<file path="src/rtl/logic_unit_arbiter.sv">
// logic_unit_arbiter: shares one bitwise logic unit among NUM_REQ requesters.
// Requesters are picked round-robin in IDLE. The winner's operands are evaluated
// in EXEC. The tagged result is then held in RESP until the consumer takes it.
module logic_unit_arbiter #(
  parameter int NUM_REQ = 4,
  parameter int WIDTH   = 8,
  localparam int ID_W   = $clog2(NUM_REQ)
) (
  input  logic                     clk_in,
  input  logic                     rst_in,
  input  logic [NUM_REQ-1:0]       req_valid_in,
  output logic [NUM_REQ-1:0]       req_ready_out,
  input  logic [3*NUM_REQ-1:0]     req_op_in,
  input  logic [WIDTH*NUM_REQ-1:0] req_a_in,
  input  logic [WIDTH*NUM_REQ-1:0] req_b_in,
  output logic                     rsp_valid_out,
  input  logic                     rsp_ready_in,
  output logic [ID_W-1:0]          rsp_id_out,
  output logic [WIDTH-1:0]         rsp_data_out,
  output logic                     busy_out
);

  localparam int OP_W   = 3;
  localparam int SCAN_W = ID_W + 1;
  localparam logic [ID_W-1:0] LAST_ID = ID_W'(NUM_REQ - 1);

  typedef enum logic [1:0] {
    IDLE = 2'd0,
    EXEC = 2'd1,
    RESP = 2'd2
  } state_t;

  state_t            state_r;
  logic [ID_W-1:0]   rr_ptr_r;
  logic [ID_W-1:0]   grant_id_r;
  logic [OP_W-1:0]   op_r;
  logic [WIDTH-1:0]  a_r;
  logic [WIDTH-1:0]  b_r;

  logic              grant_found_s;
  logic [ID_W-1:0]   grant_idx_s;
  logic [SCAN_W-1:0] scan_sum_s;
  logic [ID_W-1:0]   scan_idx_s;
  logic [OP_W-1:0]   sel_op_s;
  logic [WIDTH-1:0]  sel_a_s;
  logic [WIDTH-1:0]  sel_b_s;

  // The eight bitwise operations; all 3-bit codes are decoded.
  function automatic logic [WIDTH-1:0] logic_eval(
    input logic [OP_W-1:0]  op,
    input logic [WIDTH-1:0] a,
    input logic [WIDTH-1:0] b
  );
    logic [WIDTH-1:0] res;
    case (op)
      3'd0:    res = a & b;
      3'd1:    res = a | b;
      3'd2:    res = a ^ b;
      3'd3:    res = ~a;
      3'd4:    res = ~b;
      3'd5:    res = ~(a & b);
      3'd6:    res = ~(a | b);
      3'd7:    res = ~(a ^ b);
      default: res = '0;
    endcase
    return res;
  endfunction

  // Round-robin search: first valid requester at or above rr_ptr, wrapping at NUM_REQ.
  always_comb begin
    grant_found_s = 1'b0;
    grant_idx_s   = '0;
    scan_sum_s    = '0;
    scan_idx_s    = '0;
    for (int k = 0; k < NUM_REQ; k++) begin
      scan_sum_s = {1'b0, rr_ptr_r} + SCAN_W'(k);
      scan_sum_s = (scan_sum_s >= SCAN_W'(NUM_REQ)) ? (scan_sum_s - SCAN_W'(NUM_REQ)) : scan_sum_s;
      scan_idx_s = scan_sum_s[ID_W-1:0];
      if (!grant_found_s && req_valid_in[scan_idx_s]) begin
        grant_found_s = 1'b1;
        grant_idx_s   = scan_idx_s;
      end else begin
        grant_found_s = grant_found_s;
      end
    end
  end

  // Route the granted requester's op code and operands toward the capture registers.
  always_comb begin
    sel_op_s = req_op_in[OP_W*int'(grant_idx_s) +: OP_W];
    sel_a_s  = req_a_in[WIDTH*int'(grant_idx_s) +: WIDTH];
    sel_b_s  = req_b_in[WIDTH*int'(grant_idx_s) +: WIDTH];
  end

  // Accept strobe: only in IDLE, only for the search winner, never during reset.
  always_comb begin
    req_ready_out = '0;
    if (!rst_in && (state_r == IDLE) && grant_found_s) begin
      req_ready_out[grant_idx_s] = 1'b1;
    end else begin
      req_ready_out = '0;
    end
  end

  // Sequencing FSM: capture on accept, evaluate once, hold the response until it is taken.
  always_ff @(posedge clk_in) begin
    if (rst_in) begin
      state_r       <= IDLE;
      rr_ptr_r      <= '0;
      grant_id_r    <= '0;
      op_r          <= '0;
      a_r           <= '0;
      b_r           <= '0;
      rsp_valid_out <= 1'b0;
      rsp_id_out    <= '0;
      rsp_data_out  <= '0;
      busy_out      <= 1'b0;
    end else begin
      case (state_r)
        IDLE: begin
          if (grant_found_s) begin
            op_r       <= sel_op_s;
            a_r        <= sel_a_s;
            b_r        <= sel_b_s;
            grant_id_r <= grant_idx_s;
            rr_ptr_r   <= (grant_idx_s == LAST_ID) ? '0 : (grant_idx_s + ID_W'(1'b1));
            busy_out   <= 1'b1;
            state_r    <= EXEC;
          end
        end
        EXEC: begin
          rsp_data_out  <= logic_eval(op_r, a_r, b_r);
          rsp_id_out    <= grant_id_r;
          rsp_valid_out <= 1'b1;
          state_r       <= RESP;
        end
        RESP: begin
          if (rsp_valid_out && rsp_ready_in) begin
            rsp_valid_out <= 1'b0;
            busy_out      <= 1'b0;
            state_r       <= IDLE;
          end
        end
        default: begin
          rsp_valid_out <= 1'b0;
          busy_out      <= 1'b0;
          state_r       <= IDLE;
        end
      endcase
    end
  end

endmodule

</file>
<file path="config.mk">
export PLATFORM = sky130hd
export DESIGN_NAME = logic_unit_arbiter
export DESIGN_NICKNAME = d
export VERILOG_FILES = /design/src/rtl/logic_unit_arbiter.sv
export SDC_FILE = /design/constraint.sdc
export NUM_CORES = 1
export LEC_CHECK = 0
export ABC_AREA = 1
export BUFFER_PORTS_ARGS = -buffer_cell sky130_fd_sc_hd__buf_4
export CORE_ASPECT_RATIO = 1.25
export CORE_MARGIN = 4
export CORE_UTILIZATION = 46
export CTS_CLUSTER_DIAMETER = 50
export DETAILED_ROUTE_END_ITERATION = 16
export PLACE_DENSITY = 0.82
export SLEW_MARGIN = 5
export SYNTH_ARGS = -nofsm -noshare
export SYNTH_HDL_FRONTEND = slang
export SYNTH_SLANG_ARGS = --single-unit
</file>
<file path="constraint.sdc">
create_clock -name clk_in -period 2.3 [get_ports clk_in]
set_input_delay 0.23 -clock clk_in [delete_from_list [all_inputs] [get_ports clk_in]]
set_output_delay 0.23 -clock clk_in [all_outputs]
set_load 0.02 [all_outputs]
</file>
Word-level counts from Yosys, hierarchy flattened
Index checks and enable logic that the tools add are counted.
{ "word_totals": {"in_bits": 83, "output_inout_bits": 16, "elab_cells": 103, "ff_bits": 37} }
{ "op_classes": {"bitwise": 10, "muxes": 32, "mul": 1, "magnitude_cmp": 10, "n_shift": 3, "n_addsub": 8, "reduce_logical": 17, "eq_ne": 12} }
{ "op_table": {"columns": ["op", "n"], "rows": [
  ["$pmux 8 s8", 1],
  ["$shiftx 32x6->8", 2],
  ["$not 8->8", 5],
  ["$mux 2", 11],
  ["$lt 2x3->1 const B", 5],
  ["$eq 3x3->1 const B", 4],
  ["$shiftx 12x5->3", 1],
  ["$mux 1", 11],
  ["$ge 3x3->1 const B", 3],
  ["$and 8x8->8", 1],
  ["$bmux 1 s2", 4],
  ["$or 8x8->8", 1],
  ["$sub 2x1->2 const B", 4],
  ["$xor 8x8->8", 1],
  ["$logic_and 1x1->1", 7],
  ["$add 2x2->3 const B", 2],
  ["$eq 3x2->1 const B", 2],
  ["$pmux 1 s3", 2],
  ["$pmux 2 s3", 1],
  ["$reduce_and 2->1", 3],
  ["$eq 2x2->1 const B", 2],
  ["$logic_not 1->1", 4],
  ["$mul 2x2->4 const A", 1],
  ["$mux 4", 1],
  ["12 further kinds", 14]
]} }

Depth between registers and ports, before layout
{ "logic_depth": {"depth_word": 19, "ltp_mapped": 16, "mapped_depth_nobuf": 15} }

Worst setup path after synthesis
OpenSTA, ideal clock, no wires.
{ "synth_timing": {"path_type": "reg2out", "from": "reg rr_ptr_r[0]", "to": "out req_ready_out[3]", "t_required_ps": 2070, "n_path_buf": 1, "setup_slack_ps": 304, "path_stages_with_launch": 14, "t_arrival_ps": 1766, "cell_sequence": "dfxtp_1 > buf_6 > inv_6 > nand2_2 > nand3_1 > nand2_1 > inv_1 > nand2_1 > nand2_1 > nand2_1 > nor2_2 > ha_1 > inv_1 > nor2_1"} }
{ "synth_via": {"elab_chain_len": 19, "word_cells_on_any_way": 44, "cone_classes": "add/sub: 7; order compare: 6; mux: 23; reduce/logical: 8"} }
{ "synth_rtl": {"columns": ["element", "line_no", "text"], "rows": [
  ["start, declared", "34", "logic [ID_W-1:0] rr_ptr_r;"],
  ["start signal, assigned", "126", "rr_ptr_r <= (grant_idx_s == LAST_ID) ? '0 : (grant_idx_s + ID_W'(1'b1));"],
  ["branches (longest 18 deep; another with $add 2x1->3)", null, null],
  ["$mux 4 *", "98", "if (!rst_in && (state_r == IDLE) && grant_found_s) begin"],
  ["end, declared", "12", "output logic [NUM_REQ-1:0] req_ready_out,"]
]} }
Mark *: on every way between the ends. The select of a mux whose other input is x is not followed.

Worst setup path in the final report
{ "layout_timing": {"from": "reg rr_ptr_r[0]", "to": "out req_ready_out[2]"} }
The elaborated chain is that of the path after synthesis.

==> run metrics <==
area share of the largest cell type after synthesis 24.1%; CTS H-Tree Depth 2; Worst EP required 2.07 ns; CP max FO 10; max-cap violations 0; Avg Inst Size Synth 6.17 um2; pins over their slew limit 0; ANT nets after route 0; Post-Synthesis Cell Area 0.00307 mm2; die width 81.0 um; critical-path cell list inv_6, nand2_2, nand3_1, nand2_1, nor2_4, nand3_1, nand2_1, nor2_4, nor3_1, buf_4; P_leak 2.17 nW; Worst Path Buf+Inv 2; # IOs 99; Setup violations, final 0; internal power 2.54 mW; Bufs on Longest Clock Path 2; clock root cell clkbuf_8; via/cell ratio 5.07; CTS tree built; footprint of the multi-input gates 0.00187 mm2; top cells by count, synth nand2_1, inv_1, nand3_1, dfxtp_1, nor2_1; CP Launch Type register; Setup WS pre-CTS 0.0766 ns; HPWL after DPL 7.23 mm; Seq/Total Area, Yosys 24.1%; Gate power share 69.1%; Routed wire per std cell 13.3 um; Initial Util 47.0%; WS Path Type register to output port; fmax 444 MHz; headroom to the max-slew limit 56.6%; distinct cell type count after synthesis 29; Power Dens Cells 1240 mW/mm2; slowest stage cell, crit path dfxtp_4; grt ovf 0; Hold WC Path Type input pin to register; Post-synth EDFFs 0; CP Capture Type output port; die area 0.00805 mm2; DR DRC count 0; row count 33; Port Buffers 98; DR iter-0 viols 178; ys async rst share 0%; vias 3,527; FF/Latch Area 746 um2; Seq cells post-synth 37; total track usage 22.7%; clk slew on worst S/H paths 0.08 ns; fillers 620; final wirelength 9.26 mm; CTS Buf Count 5; antenna violations before repair 0; Hold Fails Final Rpt 0; placer congestion estimate 0.926; crit path time final 2.25 ns; Worst IR Drop VDD 1.04 mV; NetSw 2.57 mW; first-pass GRT wire length 14.7 mm; max incr delay on CP 0.39 ns; Antenna Cells 0; vias in the first global route 3,290; clk_lat worst skew 0.29 ns; RSZ-0062 raised after global routing true; Die Y 99.3 um; area grow syn2layout 34.1%; proportion of layout cells with a drive suffix above 1 26.6%; outcome finished clean; Worst-Margin Slew 0.649 ns; largest area contributor in the netlist dfxtp_1; Arr. time, crit path 2.02 ns; Util after Layout 63.0%; Clk pwr share 10.1%; largest net degree at the start of global routing 27; Most used DFF post-synth dfxtp_1; CP delay by family, top simple AND/OR/NAND/NOR gates; setup ws final 0.0482 ns; Hold Buf Count CTS 0; share of the clock period used by the worst path after layout 97.9%; Core Area 0.00652 mm2; sequential power share 20.8%; sw frac 50.3%; most numerous cell in the Yosys netlist nand2_1; Post-layout nets 708; yosys warns 0; drt pass-1 iters 5; Mapped Nets 597; final clock skew 0.00380 ns; Synth Instances 497; synth top area cells dfxtp_1, nand2_1, inv_1; Clock Sinks 37
==> sequential cells by signal, summed over array words and instances, names as in the netlist, 2 cells and up <==
register / flops
rsp_id_out: 2
op_r: 3
state_r: 2
rsp_data_out: 8
grant_id_r: 2
a_r: 8
rr_ptr_r: 2
b_r: 8
==> layer usage <==
metal / vias up / global-route usage, % / wire (um)
met4: 0 / 7.54 / 212
li1: 1812 / - / -
met2: 151 / 38.2 / 4580
met5: - / 0 / 0
met3: 24 / 3.99 / 668
met1: 1540 / 29.0 / 3800
==> metrics by stage <==
| step | hold slack (ns) | cell area, um2 | setup TNS (ns) | std cells | power, mW |
|---|---|---|---|---|---|
| final | 0.146 | 4110 | 0 | 696 | 5.11 |
| after global routing | 0.156 | 4110 | -0.0370 | 696 | 5.58 |
| after CTS | 0.145 | 4030 | 0 | 686 | 4.83 |
| after detailed placement | 0.445 | 3920 | 0 | 678 | 4.30 |
| after global placement | 0.443 | 3920 | 0 | 678 | 4.22 |
| after floorplan | 0.356 | 3070 | 0 | 497 | 3.39 |
==> worst paths after layout <==
check | cells past startpoint | end | from | slack [ns]
max | 10 | req_ready_out[2] | rr_ptr_r[0] | 0.05
min reg2reg | 2 | rsp_data_out[2] | rsp_data_out[2] | 0.47
min | 3 | a_r[5] | req_a_in[5] | 0.15
max reg2reg | 16 | a_r[7] | rr_ptr_r[0] | 0.24
==> layout by cell type (no fill, tap or decap), types with 2 or more instances in the layout <==
master,instances
nand2_1,139
buf_4,120
inv_1,88
nand3_1,49
nor2_1,37
dfxtp_1,35
a21oi_1,24
ha_1,17
o22ai_1,15
o21ai_1,10
nor3_1,9
o211ai_2,9
nand4_1,8
clkbuf_8,7
nand2_2,6
o21ai_0,6
o211ai_1,6
nor2_4,4
inv_2,3
nand3_4,3
nor2_2,2
a211oi_1,2
buf_12,2
==> logic make-up after synthesis <==
logic type | Yosys count | synth area share (%)
buffers and inverters | 110 | 15.3
flip-flops | 37 | 24.1
adder cells (fa/ha/maj) | 17 | 6.93
AO/OA/AOI/OAI | 74 | 15.7
AND/OR/NAND/NOR | 259 | 37.9
==> cell type report <==
type | count | share of cell area, %
Tap cell | 87 | 2.65
Inverter | 92 | 8.52
Clock inverter | 1 | 0.122
Timing Repair Buffer | 122 | 22.9
Multi-Input combinational cell | 350 | 45.4
Sequential cell | 37 | 18.1
Clock buffer | 7 | 2.34
==> worst reg2reg max path: stages (launching register included) <==
cell and delay, ns:
dfxtp_4 0.39, buf_4 0.15, nand2_1 0.06, nand2_1 0.07, nand2_1 0.06, nand2_1 0.05
nand2_1 0.07, nand2_1 0.06, nand2_1 0.10, buf_4 0.14, nand3_4 0.13, buf_4 0.21
nor2_2 0.28, nand2_1 0.08, nand2_1 0.07, nor2_1 0.04, nor2_1 0.07
==> timing repair <==
item,4_1_cts,5_1_grt
pin swaps,0,3
setup endpoints to repair,4,4
buffers inserted,0,10
gates resized for setup,3,3
==> power by group through the flow <==
stage          clock network, mW  logic, mW  registers [mW]
4_1_cts                    0.515       3.26            1.06
3_3_place_gp                   0       3.16            1.06
6_report                   0.515       3.53            1.06
3_5_place_dp                   0       3.23            1.07
5_1_grt                    0.547       3.94            1.09
2_1_floorplan                  0       2.32            1.07
(Power assumes the default switching activity.)
